## src/rtl/parking_exit_controller.sv

```systemverilog
// Exit-side gate controller and lot occupancy tracker.
// Cars are counted in on car_entered pulses and counted out only when a paid
// car is confirmed past the exit gate. All outputs are registered.
module parking_exit_controller #(
    parameter int unsigned CAPACITY         = 8,
    parameter int unsigned CNT_W            = 4,
    parameter int unsigned GATE_OPEN_CYCLES = 50,
    parameter int unsigned PAY_TIMEOUT      = 200
) (
    input  logic             clk,
    input  logic             reset,
    input  logic             car_entered,
    input  logic             exit_sensor,
    input  logic             exit_paid,
    input  logic             exit_clear_sensor,
    output logic             exit_gate_open,
    output logic             green_light,
    output logic             red_light,
    output logic [CNT_W-1:0] occupancy,
    output logic             lot_full,
    output logic             lot_empty,
    output logic             error_flag,
    output logic [6:0]       hex_free
);

    localparam int unsigned TMR_MAX = (PAY_TIMEOUT > GATE_OPEN_CYCLES) ? PAY_TIMEOUT : GATE_OPEN_CYCLES;
    localparam int unsigned TMR_W   = $clog2(TMR_MAX + 1);

    typedef enum logic [1:0] {
        S_IDLE  = 2'd0,
        S_CHECK = 2'd1,
        S_OPEN  = 2'd2,
        S_FAULT = 2'd3
    } state_t;

    state_t             state;
    state_t             next_state;
    logic [TMR_W-1:0]   timer;
    logic [TMR_W-1:0]   timer_next;
    logic [CNT_W-1:0]   occ_next;
    logic [CNT_W-1:0]   free_next;
    logic               dec;
    logic               err_set;

    // Active-low {g,f,e,d,c,b,a} pattern for a single decimal digit; blank otherwise.
    function automatic logic [6:0] seg7(input logic [CNT_W-1:0] v);
        logic [6:0] s;
        case (v)
            CNT_W'(0): s = 7'h40;
            CNT_W'(1): s = 7'h79;
            CNT_W'(2): s = 7'h24;
            CNT_W'(3): s = 7'h30;
            CNT_W'(4): s = 7'h19;
            CNT_W'(5): s = 7'h12;
            CNT_W'(6): s = 7'h02;
            CNT_W'(7): s = 7'h78;
            CNT_W'(8): s = 7'h00;
            CNT_W'(9): s = 7'h10;
            default:   s = 7'h7F;
        endcase
        return s;
    endfunction

    // Next-state, wait timer and occupancy update.
    always_comb begin
        next_state = state;
        dec        = 1'b0;
        err_set    = 1'b0;
        occ_next   = occupancy;
        timer_next = '0;

        case (state)
            S_IDLE: begin
                if (exit_sensor) begin
                    if (occupancy != '0) begin
                        next_state = S_CHECK;
                    end else begin
                        next_state = S_FAULT;
                        err_set    = 1'b1;
                    end
                end
            end
            S_CHECK: begin
                if (exit_paid) begin
                    next_state = S_OPEN;
                end else if (!exit_sensor) begin
                    next_state = S_IDLE;
                end else if (timer == TMR_W'(PAY_TIMEOUT - 1)) begin
                    next_state = S_IDLE;
                end
            end
            S_OPEN: begin
                if (exit_clear_sensor) begin
                    dec        = 1'b1;
                    next_state = S_IDLE;
                end else if (timer == TMR_W'(GATE_OPEN_CYCLES - 1)) begin
                    next_state = S_IDLE;
                end
            end
            S_FAULT: begin
                if (!exit_sensor) begin
                    next_state = S_IDLE;
                end
            end
            default: next_state = S_IDLE;
        endcase

        // Timer only runs while waiting in CHECK/OPEN; any state change restarts it.
        if (next_state == state && (state == S_CHECK || state == S_OPEN)) begin
            timer_next = timer + TMR_W'(1);
        end

        // Simultaneous entry and exit cancel out, even when the lot is full.
        if (car_entered && !dec) begin
            if (occupancy == CNT_W'(CAPACITY)) begin
                err_set = 1'b1;
            end else begin
                occ_next = occupancy + CNT_W'(1);
            end
        end else if (dec && !car_entered) begin
            if (occupancy == '0) begin
                err_set = 1'b1;
            end else begin
                occ_next = occupancy - CNT_W'(1);
            end
        end

        free_next = CNT_W'(CAPACITY) - occ_next;
    end

    // State, counters and registered outputs.
    always_ff @(posedge clk) begin
        if (reset) begin
            state          <= S_IDLE;
            timer          <= '0;
            occupancy      <= '0;
            exit_gate_open <= 1'b0;
            green_light    <= 1'b0;
            red_light      <= 1'b0;
            error_flag     <= 1'b0;
            lot_full       <= 1'b0;
            lot_empty      <= 1'b1;
            hex_free       <= seg7(CNT_W'(CAPACITY));
        end else begin
            state          <= next_state;
            timer          <= timer_next;
            occupancy      <= occ_next;
            exit_gate_open <= (next_state == S_OPEN);
            green_light    <= (next_state == S_OPEN);
            red_light      <= (next_state == S_CHECK) || (next_state == S_FAULT);
            error_flag     <= error_flag | err_set;
            lot_full       <= (occ_next == CNT_W'(CAPACITY));
            lot_empty      <= (occ_next == '0);
            hex_free       <= seg7(free_next);
        end
    end

endmodule

```

## config.mk

```make
export PLATFORM = sky130hd
export DESIGN_NAME = parking_exit_controller
export DESIGN_NICKNAME = d
export VERILOG_FILES = /design/src/rtl/parking_exit_controller.sv
export SDC_FILE = /design/constraint.sdc
export NUM_CORES = 1
export LEC_CHECK = 0
export CAP_MARGIN = 5
export CORE_AREA = 3 3 59 61
export CTS_CLUSTER_DIAMETER = 200
export DETAILED_ROUTE_END_ITERATION = 8
export DIE_AREA = 0 0 62 64
export GPL_TIMING_DRIVEN = 0
export PLACE_DENSITY_LB_ADDON = 0.25
export SLEW_MARGIN = 10
export SYNTH_ARGS = -nofsm -noshare
export SYNTH_HDL_FRONTEND = slang
export SYNTH_SLANG_ARGS = --single-unit
```

## constraint.sdc

```tcl
create_clock -name clk -period 5.69 [get_ports clk]
set_input_delay 1.4225 -clock clk [delete_from_list [all_inputs] [get_ports clk]]
set_output_delay 1.4225 -clock clk [all_outputs]
set_load 0.1 [all_outputs]
```

==> flow_summary.toml <==
[run_status]
status = "completed"

[grt]
grt_pass1_vias = 1458
grt-ovfl-total = 0
use_met3_pct = 4.242
grt_use_total_pct = 20.44
grt_max_degree = 16
grt_pass1_wl_um = 6272
antenna_found_initial = 0
gr-usage-met1_pct = 26.28
grt-busiest-layer = "met2"
use_met2_pct = 32.38

[setup_path]
timing.rr.start = "state[0]$_SDFF_PP0_"
startpoint_type = "input pin"
worstPathMaxFanout = 10
crit_start = "car_entered"
cp-end-kind = "flop"
cp.arrival_ps = 4310
required_ps = 5950
worstSetupPathType = "in -> reg"

[timing]
totalNegativeSetupSlack_ps = 0
period_share_pct = 71.23
post-route-min-period_ps = 4053
relSlewSlack_pct = 35.01
worstMarginPinSlew_ps = 971.7
rsz0062_at_grt = "false"
hold_viol_final = 0
clock_skew_ps = 11.85
drv_slew = 0
setup_ws_ps = 1637
max_freq_ghz = 0.2467
hold_slack_ps = 482.8
setup_viol = 0

[route]
wirelength_um = 3620
drt_iter0_markers = 78
vias = 1510
wl_per_cell_um = 13.56
ant_nets = 0
route.detailed.drc = 0
viasPerCell = 5.655
drt_first_pass_iters = 4

[worst_hold_path]
hp-class = "reg -> reg"
hp-start = "timer[0]$_SDFF_PP0_"

[job]
cap_violations = 0

[layout]
layoutNonFillerInstCount = 267
diodes = 0
area_growth_pct = 19.03
drive_gt1_share_pct = 12.11
multi_input_area_um2 = 1099
fillers = 243
layout_common_cells = "26 x dfxtp_1, 23 x nor2_1, 22 x clkdlybuf4s50_1"
layout_commonest_cell = "dfxtp_1"
layout.nets = 244
ff_latch_area_um2 = 520.5

[synthesis]
synth_nets = 217
synth_seq_cells = 26
syn_inst = 197
ys_warn_count = 0
avgSynthCellArea_um2 = 8.746
synth_flop_cell = "dfxtp_1"
synth_cell_types = 63
synthArstFlopShare_pct = 0
synth-edff-count = 0
ys_seq_area_share_pct = 30.21
syn-cell-area_um2 = 1723

[clock_network]
cts_buffers = 3
hold_buffers = 0
clk_pin_slew_worst_paths_ps = 130
clock_latency_ps = 330
root_buffer = "clkbuf_4"
post_cts_buffers = 0
cts_tree = "yes"
clock_path_buffers = 2
post_cts_resized = 0
h-tree-depth = 1
cts.sinks = 26

[placement]
gp_congestion = 0.8919
place_hpwl_um = 2758
dp.cells = 263
place_ws_ps = 1335
port_buffers = 22

[floorplan]
rows = 20
fp.dieArea_um2 = 3968
die_x_um = 62
die_h_um = 64
ios = 23
coreArea_um2 = 3028
start_util_pct = 56.90
-- cells by family (layout without fill, tap and decap cells) --
group           after synthesis  in the layout  synth area share (%)
compound gates               50             50                 20.84
xor+xnor                     12             12                 6.973
fa+ha+maj                    14             14                 10.17
buf+inv                      21             47                 6.027
flops                        26             26                 30.21
mux                           3              3                 1.743
simple gates                 71             71                 24.04
-- path summary, 6_finish.rpt --
check	to	slack, ps	cells past startpoint
setup / recovery	hex_free[3]$_SDFF_PP0_	1640	10
hold / removal	timer[0]$_SDFF_PP0_	480	1
setup reg to reg	hex_free[3]$_SDFF_PP0_	2500	11
hold reg to reg	timer[0]$_SDFF_PP0_	480	1
-- worst max-delay path, cell delays in order --
cell and delay [ps]:
clkdlybuf4s50_1 610, a21bo_2 320, a211oi_2 290, xnor2_2 280
ha_1 320, clkbuf_1 360, nor2_1 150, a221oi_1 280
nand3_1 120, a21oi_1 150
-- stage by stage --
step / utilization [%] / instance area [um^2]
finish: 67.73 / 2051
CTS: 67.73 / 2051
global placement: 65.99 / 1998
detailed placement: 65.99 / 1998
floorplan: - / 1723
global route: 67.73 / 2051
-- registers in the layout (all words and copies together) (netlist names) --
signal and cells:
lot_empty 1, lot_full 1, error_flag 1, green_light 1
timer 8, state 2, occupancy 4, hex_free 7
red_light 1
-- per-layer routing --
| layer | up-vias | share of wire [%] | wire, um |
|---|---|---|---|
| li1 | 757 | - | - |
| met1 | 718 | 44 | 1606 |
| met2 | 29 | 51 | 1856 |
| met3 | 6 | 2.9 | 106 |
| met4 | 0 | 1.4 | 51 |
| met5 | - | 0 | 0 |
-- cell usage after synthesis, drive strengths merged (2+ instances only) --
cell	instances	area (um^2)
a2111oi	2	20.02
a211oi	2	20.02
a21oi	10	50.05
a221oi	3	32.53
a311oi	3	26.28
a31o	2	17.52
and2	2	12.51
and3	2	12.51
and3b	3	26.28
buf	6	47.54
clkbuf	3	11.26
dfxtp	26	520.5
ha	14	175.2
inv	12	45.04
mux2i	3	30.03
nand2	12	55.06
nand3	7	35.03
nor2	23	86.33
nor2b	3	18.77
nor3	4	31.28
nor3b	2	15.01
nor4	2	25.02
o21a	2	16.27
o21ai	11	55.05
o22ai	2	12.51
or3	2	12.51
or3b	2	20.02
xnor2	4	42.55
xor2	8	77.58
-- final cells by class --
cell class | count | share of cell area [%]
Multi-Input combinational cell | 150 | 53.57
Sequential cell | 26 | 25.38
Timing Repair Buffer | 22 | 10.74
Buffer | 9 | 2.868
Tap cell | 44 | 2.685
Inverter | 12 | 2.196
Clock inverter | 1 | 1.464
Clock buffer | 3 | 1.098
Power is not shown: default switching activity piles up to over one toggle a cycle in this logic, so the estimate is an artifact.
